File: src/rtl/serial_adder.sv
// rtl/serial_adder.sv - bit-serial WIDTH-bit adder, LSB first, start/done handshake
module serial_adder #(
  parameter int WIDTH = 8
) (
  input  logic             clk,
  input  logic             rst,
  input  logic             start,
  input  logic [WIDTH-1:0] a,
  input  logic [WIDTH-1:0] b,
  input  logic             cin,
  output logic             busy,
  output logic             done,
  output logic [WIDTH-1:0] sum,
  output logic             cout
);

  localparam int CW = (WIDTH > 1) ? $clog2(WIDTH) : 1;
  localparam logic [CW-1:0] LAST = CW'(WIDTH - 1);

  typedef enum logic [1:0] {IDLE, SHIFT, DONE} state_t;

  state_t           state;
  logic [WIDTH-1:0] a_sh;
  logic [WIDTH-1:0] b_sh;
  logic [WIDTH-1:0] s_sh;
  logic             carry;
  logic [CW-1:0]    cnt;
  logic             s_bit;
  logic             c_next;
  logic [WIDTH-1:0] s_next;

  assign s_bit  = a_sh[0] ^ b_sh[0] ^ carry;
  assign c_next = (a_sh[0] & b_sh[0]) | (a_sh[0] & carry) | (b_sh[0] & carry);
  assign s_next = {s_bit, s_sh[WIDTH-1:1]};

  always_ff @(posedge clk or posedge rst) begin
    if (rst) begin
      state <= IDLE;
      busy  <= 1'b0;
      done  <= 1'b0;
      sum   <= '0;
      cout  <= 1'b0;
      a_sh  <= '0;
      b_sh  <= '0;
      s_sh  <= '0;
      carry <= 1'b0;
      cnt   <= '0;
    end else begin
      done <= 1'b0;
      case (state)
        // The DONE cycle's closing edge is the return to IDLE, so a pending
        // start is taken there to sustain one operation per WIDTH+1 cycles.
        IDLE, DONE: begin
          if (start) begin
            a_sh  <= a;
            b_sh  <= b;
            s_sh  <= '0;
            carry <= cin;
            cnt   <= '0;
            busy  <= 1'b1;
            state <= SHIFT;
          end else begin
            busy  <= 1'b0;
            state <= IDLE;
          end
        end
        SHIFT: begin
          a_sh  <= a_sh >> 1;
          b_sh  <= b_sh >> 1;
          s_sh  <= s_next;
          carry <= c_next;
          if (cnt == LAST) begin
            cnt   <= '0;
            sum   <= s_next;
            cout  <= c_next;
            done  <= 1'b1;
            busy  <= 1'b0;
            state <= DONE;
          end else begin
            cnt <= cnt + CW'(1);
          end
        end
        default: begin
          busy  <= 1'b0;
          state <= IDLE;
        end
      endcase
    end
  end

endmodule

File: config.mk
export PLATFORM = sky130hd
export DESIGN_NAME = serial_adder
export DESIGN_NICKNAME = d
export VERILOG_FILES = /design/src/rtl/serial_adder.sv
export SDC_FILE = /design/constraint.sdc
export NUM_CORES = 1
export LEC_CHECK = 0
export CORE_UTILIZATION = 36
export CTS_CLUSTER_SIZE = 28
export DETAILED_ROUTE_END_ITERATION = 12
export PLACE_DENSITY = 0.55
export SYNTH_ARGS = -nofsm -noshare
export SYNTH_HDL_FRONTEND = slang
export SYNTH_SLANG_ARGS = --single-unit
File: constraint.sdc
create_clock -name clk -period 2.3 [get_ports clk]
set_input_delay 0.23 -clock clk [delete_from_list [all_inputs] [get_ports clk]]
set_output_delay 0.23 -clock clk [all_outputs]
set_load 0.01 [all_outputs]
==> results of run 1 <==
[cell usage after synthesis (3+ instances only)]
cell	number	area share
inv_1	3	0.0066
o22ai_1	11	0.040
mux2_2	10	0.066
a21oi_1	4	0.012
buf_6	3	0.020
mux2i_1	4	0.023
nor2_1	13	0.028
nor2b_1	4	0.015
a211oi_1	4	0.018
nor3_1	12	0.035
a22o_1	12	0.061
dfrtp_1	40	0.58
[cell families after synthesis]
kind of cell               Yosys count  synth area share
muxes                               14           0.08912
buffers and inverters               12           0.04528
and+or+nand+nor                     35            0.1125
AOI/OAI and AO/OA                   34            0.1424
adders and majority gates            3           0.02629
DFF                                 40            0.5844
[worst paths after layout]
path / to / slack (ps) / depth (start not counted)
min in group clk: sum[3]$_DFFE_PP0P_ / 510 / 1
setup / recovery: cout$_DFFE_PP0P_ / 740 / 4
hold / removal: sum[5]$_DFFE_PP0P_ / 360 / 3
setup reg to reg: cout$_DFFE_PP0P_ / 740 / 4
max in group asynchronous: s_sh[1]$_DFFE_PP0P_ / 1580 / 3
hold reg to reg: sum[3]$_DFFE_PP0P_ / 510 / 1
[worst reg2reg max path, stage by stage, from the launching register on]
cell	delay, ps
dfrtp_1	610
nor2b_4	260
nand2_4	100
inv_2	130
mux2_2	340
[per-layer routing]
metal / up-vias / GRT usage / part of all wire
li1: 564 / - / -
met1: 594 / 0.1911 / 0.49
met2: 19 / 0.2276 / 0.46
met3: 4 / 0.04843 / 0.033
met4: 0 / 0.05778 / 0.015
met5: - / 0 / 0
[power by group through the flow]
| stage | Clock [uW] | Sequential (uW) | Combinational, uW |
|---|---|---|---|
| finish | 467 | 1260 | 1100 |
| CTS | 481 | 1260 | 1120 |
| floorplan | 0 | 1230 | 812 |
| detailed placement | 0 | 1270 | 1110 |
| global placement | 0 | 1260 | 1080 |
| global route | 523 | 1310 | 1220 |
[area by class of cell]
| class | count | area (um2) |
|---|---|---|
| multi-input cells | 86 | 634.4 |
| inverters | 4 | 15.01 |
| repair buffers | 32 | 315.3 |
| well taps | 52 | 65.06 |
| fillers | 398 | 2354 |
| flip-flops and latches | 40 | 1001 |
| clock buffers | 8 | 90.09 |
[through the flow]
step / power [uW] / util / worst slack (ps)
6_report: 2823 / 0.4740 / 744.5
5_1_grt: 3054 / 0.4740 / 618.5
4_1_cts: 2862 / 0.4740 / 730.0
3_5_place_dp: 2385 / 0.4539 / 524.5
3_3_place_gp: 2342 / 0.4539 / 591.3
2_1_floorplan: 2041 / - / 934.6
[registers in the layout (all words and copies together) (netlist names)]
| name | cells |
|---|---|
| busy | 1 |
| state | 2 |
| b_sh | 8 |
| s_sh | 7 |
| cout | 1 |
| sum | 8 |
| done | 1 |
| cnt | 3 |
| a_sh | 8 |
| carry | 1 |
==> results.py, run 1 <==
metrics = {
    "run_status": {
        "outcome": "complete, no violations",
    },
    "global_routing": {
        "grt_pass1_vias": 1188,
        "grt_antenna_before_repair": 0,
        "globalRouteOverflowTotal": 0,
        "grt_start_max_net_pins": 41,
        "grt_usage": 0.1468,
        "grt_pass1_wl_um": 5678,
    },
    "die": {
        "core_area_mm2": 0.004474,
        "dieArea_mm2": 0.005038,
        "chipWidth_um": 70.98,
        "initial_core_util": 0.3828,
        "io_pins": 31,
        "rows": 24,
        "die_h_um": 70.98,
    },
    "route": {
        "drtAntennaViolNets": 0,
        "vias": 1181,
        "dr.pass1.iters": 6,
        "drtIter0Drc": 69,
        "wl_per_cell_um": 14.62,
        "drt-total-wl_um": 3245,
        "vias_per_cell": 5.320,
        "route.detailed.drc": 0,
    },
    "run": {
        "maxCapViolations": 0,
    },
    "sta": {
        "clock_skew_ps": 2.929,
        "slew_headroom": 0.6426,
        "final_max_slew_viol_count": 0,
        "period_share": 0.6763,
        "fmax_mhz": 642.9,
        "finalHoldViolCount": 0,
        "finalSetupViolations": 0,
        "tightest_slew_ps": 536.1,
        "finalSetupTns_ps": 0,
        "period_needed_ps": 1555,
        "whs_ps": 362.2,
        "rsz0062_at_grt": "no",
    },
    "power_and_ir_drop": {
        "switchingPower_uw": 953.4,
        "p_per_area_mw_per_mm2": 1331,
        "p_leak_uw": 0.0009277,
        "clkPwrFrac": 0.165,
        "pwr-share-seq": 0.446,
        "combinationalPowerShare": 0.389,
        "ir_drop_uv": 488.9,
        "intPower_uw": 1869,
        "p_sw_frac": 0.3377,
    },
    "logic_synthesis": {
        "ys_ff_latch": 40,
        "ys_seq_area_frac": 0.5844,
        "yosys_warnings": 0,
        "synthesis.area_mm2": 0.001713,
        "syn_inst": 138,
        "async_reset_ff_frac": 1.000,
        "synth_edf_count": 0,
        "avgSynthCellArea_um2": 12.41,
        "yosys_most_used_dff": "dfrtp_1",
        "ys_types": 26,
        "synth_nets": 161,
    },
    "cells_and_area": {
        "final_cell_mix": "40 x dfrtp_1, 30 x clkdlybuf4s50_1, 13 x nor2_1, 12 x nor3_1, 12 x a22o_1",
        "fin_nets": 192,
        "syn_to_final_growth_pct": 23.81,
        "design_area_mm2": 0.002121,
        "drive_above_1_share": 0.1353,
        "fin_cells": 222,
        "mostFrequentLayoutCell": "dfrtp_1",
        "n_antenna_cell": 0,
    },
    "clock_tree": {
        "path_clk_slew_ps": 70,
        "clock_sinks": 40,
        "holdBufCountCts": 0,
        "cts_resized": 0,
        "cts_root_buf": "clkbuf_8",
        "cts_tree": "done",
        "worstSkewPairLatency_ps": 280,
        "h-tree-depth": 2,
        "cts_buffers": 5,
        "cts_max_path_buffers": 2,
        "cts_setup_buffers": 0,
    },
    "critical_path": {
        "cp-end-kind": "flip-flop",
        "cp_slowest_cell": "dfrtp_1",
        "critical_path_arrival_ps": 1730,
        "path_class": "flip-flop to flip-flop",
        "reg2reg_from": "state[0]$_DFFE_PP0P_",
        "path_buf_inv": 1,
        "max_stage_delay_ps": 610,
        "crit_start": "state[0]$_DFFE_PP0P_",
        "crit_fanout": 15,
        "crit_family": "flip-flops",
        "startpoint_type": "flip-flop",
        "required_ps": 2470,
        "crit_chain": "nor2b_4 -> nand2_4 -> inv_2 -> mux2_2",
    },
    "placed_design": {
        "dp_hpwl_um": 2182,
        "place.gp.congestion": 0.6897,
        "dp.cells": 214,
        "io_buffers": 30,
        "placed_area_mm2": 0.002031,
    },
    "worst_hold_path": {
        "worstHoldPathType": "primary input to async pin",
    },
}
(Power assumes the default switching activity.)
==> run 2: changes to the inputs <==
Settings changed: PLACE_DENSITY 0.55 to 0.58.
Clock period 2.3 ns to 1.3 ns, I/O delays scaled along.
==> run 2 against run 1 <==
The run now ends with setup timing left. Combinational power grew 130%. Routed wire length rose by 12%. Flip-flop and latch count unchanged. Register-to-register slack got worse by 780 ps. Final cell count up 7.7%. Die area stayed put. Total power up 100%. Setup slack got worse by 780 ps. Utilization is 5.9 points higher. Critical path type unchanged. Largest cell class unchanged.
==> results.py, run 2 (synthesized netlist as in run 1, its figures left out) <==
metrics = {
    "sta": {
        "finalHoldViolCount": 0,
        "fmax_mhz": 751.5,
        "period_share": 1.024,
        "finalSetupViolations": 9,
        "setup_slack_ps": -30.66,
        "slew_headroom": 0.8173,
        "period_needed_ps": 1331,
        "rsz0062_at_grt": "yes",
        "final_max_slew_viol_count": 0,
        "tightest_slew_ps": 273.4,
        "clock_skew_ps": 6.726,
    },
    "critical_path": {
        "crit_end": "sum[5]$_DFFE_PP0P_",
        "crit_start": "cnt[1]$_DFFE_PP0P_",
        "crit_chain": "ha_2 -> ha_4 -> nand2_8 -> inv_8 -> mux2_4",
        "required_ps": 1480,
        "reg2reg_from": "cnt[1]$_DFFE_PP0P_",
        "max_stage_delay_ps": 390,
        "path_buf_inv": 1,
        "critical_path_arrival_ps": 1510,
        "reg2regPathDepth": 5,
        "reg2reg_to": "sum[5]$_DFFE_PP0P_",
        "r2r_slack_ps": -30,
        "path_depth": 5,
        "crit_family": "flip-flops",
        "path_class": "flip-flop to flip-flop",
        "cp-end-kind": "flip-flop",
        "cp_slowest_cell": "dfrtp_1",
        "startpoint_type": "flip-flop",
        "crit_fanout": 7,
    },
    "global_routing": {
        "grt_antenna_before_repair": 0,
        "grt_pass1_vias": 1334,
        "globalRouteOverflowTotal": 0,
        "grt_start_max_net_pins": 41,
        "grt_usage": 0.1607,
        "grt_pass1_wl_um": 6161,
    },
    "cells_and_area": {
        "fin_nets": 209,
        "mostFrequentLayoutCell": "dfrtp_1",
        "drive_above_1_share": 0.2620,
        "n_fill_cell": 393,
        "n_antenna_cell": 0,
        "syn_to_final_growth_pct": 39.30,
        "top_regs": "a_sh (8), b_sh (8), sum (8)",
        "final_cell_mix": "37 x dfrtp_1, 19 x clkdlybuf4s50_1, 13 x nor2_1, 13 x buf_4, 12 x a22o_1",
        "final_util": 0.5333,
    },
    "power_and_ir_drop": {
        "p_per_area_mw_per_mm2": 2384,
        "p_leak_uw": 0.001096,
        "ir_drop_uv": 1199,
        "power_uw": 5689,
    },
    "route": {
        "route.detailed.drc": 0,
        "wl_per_cell_um": 15.16,
        "dr.pass1.iters": 6,
        "vias_per_cell": 5.180,
        "drtIter0Drc": 56,
        "vias": 1238,
        "drt-total-wl_um": 3623,
        "drtAntennaViolNets": 0,
    },
    "placed_design": {
        "io_buffers": 30,
        "place.gp.congestion": 0.7185,
        "preCtsSetupSlack_ps": -66.29,
        "dp_hpwl_um": 2510,
    },
    "die": {
        "core_area_mm2": 0.004474,
        "die_h_um": 70.98,
        "io_pins": 31,
        "initial_core_util": 0.3828,
        "rows": 24,
        "chipWidth_um": 70.98,
        "dieArea_mm2": 0.005038,
    },
    "clock_tree": {
        "clock_sinks": 40,
        "cts_tree": "done",
        "cts_max_path_buffers": 2,
        "holdBufCountCts": 0,
        "worstSkewPairLatency_ps": 290,
        "cts_root_buf": "clkbuf_8",
        "path_clk_slew_ps": 80,
        "h-tree-depth": 2,
        "cts_buffers": 5,
    },
    "run": {
        "maxCapViolations": 0,
    },
    "run_status": {
        "outcome": "complete, but fails checks",
        "violations": "setup timing",
    },
    "worst_hold_path": {
        "worstHoldPathType": "primary input to async pin",
    },
}
==> run 2: cell types whose count changed in the layout (fill, tap and decap cells not counted), moves of 4 or more <==
| cell | change |
|---|---|
| mux2_4 | +4 |
| buf_12 | +4 |
| buf_4 | +11 |
| clkdlybuf4s50_1 | -11 |
| mux2_2 | -4 |
| dlygate4sd2_1 | +10 |
==> run 2: what timing repair did <==
item	CTS	global route
setup endpoints to repair	19	31
resized for setup	16	12
setup buffers	3	2
pin swaps	0	1
==> run 2: area by class of cell <==
class / instances / area [um2] / area share
well taps: 52 / 65.06 / 0.02727
repair buffers: 49 / 490.5 / 0.2056
multi-input cells: 86 / 695.7 / 0.2916
clock buffers: 6 / 72.57 / 0.03041
flip-flops and latches: 40 / 1005 / 0.4211
inverters: 4 / 22.52 / 0.009439
clock inverters: 2 / 35.03 / 0.01468
==> run 2: per-layer routing <==
metal / vias up / global-route usage / wire length [um]
li1: 599 / - / -
met1: 609 / 0.1870 / 1595
met2: 23 / 0.2853 / 1840
met3: 7 / 0.03704 / 126
met4: 0 / 0.06667 / 60
met5: - / 0 / 0
==> run 2: where the power goes <==
part           switching, uW  internal (uW)  leakage [uW]
Sequential               378           1820      0.000491
Combinational           1110           1390      0.000550
Clock                    417            570     0.0000552
Total                   1900           3780       0.00110
==> run 2: worst min-delay path by stage <==
stage                             start                  end  slack (ps)  cells after the start
global placement    b_sh[7]$_DFFE_PP0P_  b_sh[7]$_DFFE_PP0P_         480                      1
floorplan                          a[7]  a_sh[7]$_DFFE_PP0P_         270                      1
detailed placement  a_sh[7]$_DFFE_PP0P_  a_sh[7]$_DFFE_PP0P_         490                      1
finish                              rst  s_sh[6]$_DFFE_PP0P_         200                      3
global route                        rst   sum[3]$_DFFE_PP0P_         230                      3
CTS                                 rst  s_sh[4]$_DFFE_PP0P_         210                      3
==> run 2: worst register-to-register path: cells and delay by family, from the launching register on <==
family                   cells  cell delay [ps]
buffers and inverters        1               50
multiplexers                 1              290
AND/OR/NAND/NOR              1              100
flip-flops                   1              390
adder cells (fa/ha/maj)      2              380
==> run 2: metrics by stage <==
stage	cells	TNS (ps)	hold slack, ps	instance area, um2
floorplan	138	0	269.7	1728
global placement	226	-148.0	484.4	2186
detailed placement	226	-675.3	488.5	2186
CTS	237	-394.2	209.2	2327
global route	239	-655.9	234.9	2386
finish	239	-208.4	196.6	2386
==> run 3: changes to the inputs <==
Settings changed: SETUP_SLACK_MARGIN from default to 0.05.
==> run 3 against run 2 <==
Global-route usage grew 0.52 points. Routed wire length shrank 1.2%. Flip-flop and latch count is the same. Register-to-register slack is essentially flat. Clock-buffer cell count is the same. Non-clock buffer count shrank 3. Final cell count shrank 1.3%. Via count is essentially flat. The flow still finishes with violations (setup timing). Largest cell class unchanged. Maximum frequency shrank 0.17%.
==> results.py, run 3 (synthesized netlist as in run 1, its figures left out) <==
metrics = {
    "die": {
        "core_area_mm2": 0.004474,
        "rows": 24,
        "chipWidth_um": 70.98,
        "die_h_um": 70.98,
        "initial_core_util": 0.3828,
        "io_pins": 31,
        "dieArea_mm2": 0.005038,
    },
    "global_routing": {
        "grt_pass1_vias": 1327,
        "globalRouteOverflowTotal": 0,
        "grt_antenna_before_repair": 0,
        "grt_usage": 0.1659,
        "grt_start_max_net_pins": 41,
        "grt_pass1_wl_um": 6341,
    },
    "clock_tree": {
        "path_clk_slew_ps": 80,
        "h-tree-depth": 2,
        "cts_buffers": 5,
        "clock_sinks": 40,
        "holdBufCountCts": 0,
        "cts_max_path_buffers": 2,
        "worstSkewPairLatency_ps": 290,
        "cts_root_buf": "clkbuf_8",
        "cts_tree": "done",
    },
    "route": {
        "route.detailed.drc": 0,
        "drtIter0Drc": 60,
        "vias": 1239,
        "vias_per_cell": 5.250,
        "drtAntennaViolNets": 0,
        "wl_per_cell_um": 15.17,
        "drt-total-wl_um": 3581,
        "dr.pass1.iters": 6,
    },
    "placed_design": {
        "dp_hpwl_um": 2468,
        "place.gp.congestion": 0.7165,
        "io_buffers": 30,
    },
    "power_and_ir_drop": {
        "ir_drop_uv": 1007,
        "p_leak_uw": 0.001069,
        "p_per_area_mw_per_mm2": 2322,
        "power_uw": 5451,
    },
    "critical_path": {
        "startpoint_type": "flip-flop",
        "required_ps": 1480,
        "cp-end-kind": "flip-flop",
        "crit_fanout": 7,
        "path_class": "flip-flop to flip-flop",
        "critical_path_arrival_ps": 1510,
    },
    "cells_and_area": {
        "final_cell_mix": "39 x dfrtp_1, 19 x clkdlybuf4s50_1, 13 x nor2_1, 12 x a22o_1",
        "n_antenna_cell": 0,
        "fin_nets": 206,
        "drive_above_1_share": 0.2609,
        "syn_to_final_growth_pct": 37.03,
        "mostFrequentLayoutCell": "dfrtp_1",
        "final_util": 0.5246,
        "top_regs": "a_sh (8), b_sh (8), sum (8)",
    },
    "worst_hold_path": {
        "worstHoldPathType": "primary input to async pin",
    },
    "sta": {
        "final_max_slew_viol_count": 0,
        "tightest_slew_ps": 335.8,
        "rsz0062_at_grt": "yes",
        "slew_headroom": 0.7761,
        "period_share": 1.025,
        "clock_skew_ps": 1.637,
        "finalHoldViolCount": 0,
        "fmax_mhz": 750.3,
        "period_needed_ps": 1333,
        "setup_slack_ps": -32.88,
        "finalSetupViolations": 9,
    },
    "run_status": {
        "outcome": "complete, but fails checks",
        "violations": "setup timing",
    },
    "run": {
        "maxCapViolations": 0,
    },
}
## run 3: cell count changes in the layout (fill, tap and decap cells not counted), sizes merged
cell and change:
clkinv +1, bufinv -1, dlygate4sd2 +1, buf -3, dlymetal6s2s -1
## run 3: timing repair
action                     in CTS  in global routing
resized for setup              24                  5
setup endpoints to repair      37                 33
hold endpoints to repair        0                  0
pin swaps                       3                  5
setup buffers                   2                  1
## run 3: layer usage
metal | routed length (um) | vias up | track usage
met4 | 17 | 0 | 0.05333
met2 | 1859 | 28 | 0.2917
met1 | 1557 | 617 | 0.1907
met3 | 147 | 2 | 0.05556
met5 | 0 | - | 0
li1 | - | 592 | -
## run 3: where the power goes
group	leakage [uW]	internal, uW	switching [uW]	total [uW]
registers	0.000492	1810	379	2190
logic	0.000525	1310	1090	2410
clock network	0.0000510	424	425	849
total	0.00107	3550	1900	5450
## run 3: worst max-delay path: stages (launching register included)
cell and delay (ps):
dfrtp_1 390, ha_2 210, ha_4 180, nand2_8 100, mux2_2 340
## run 3: final timing paths
kind	startpoint	slack (ps)	cells after the start	end
max	cnt[0]$_DFFE_PP0P_	-30	4	sum[4]$_DFFE_PP0P_
min	rst	190	3	sum[4]$_DFFE_PP0P_
max reg2reg	cnt[0]$_DFFE_PP0P_	-30	4	sum[4]$_DFFE_PP0P_
min reg2reg	sum[3]$_DFFE_PP0P_	500	1	sum[3]$_DFFE_PP0P_
max in group asynchronous	rst	910	3	state[1]$_DFFE_PP0P_
min in group clk	a[7]	450	2	a_sh[7]$_DFFE_PP0P_
## run 3: cell type report
class                   instances  area (um2)
clock inverters                 2       10.01
inverters                       4       22.52
fillers                       379        2127
clock buffers                   6       82.58
repair buffers                 46       455.4
flip-flops and latches         40        1002
well taps                      52       65.06
multi-input cells              86       709.4
## run 3: stage by stage
stage               hold slack, ps  setup TNS, ps  area (um2)  setup slack (ps)  instances
floorplan                    269.7              0        1730             12.32        138
global placement             483.8         -5.981        2168            -5.981        225
detailed placement           491.7         -415.3        2168            -46.95        225
CTS                          191.0         -331.6        2321            -43.91        235
global route                 205.0         -911.4        2347            -69.94        236
finish                       191.5         -268.7        2347            -32.88        236
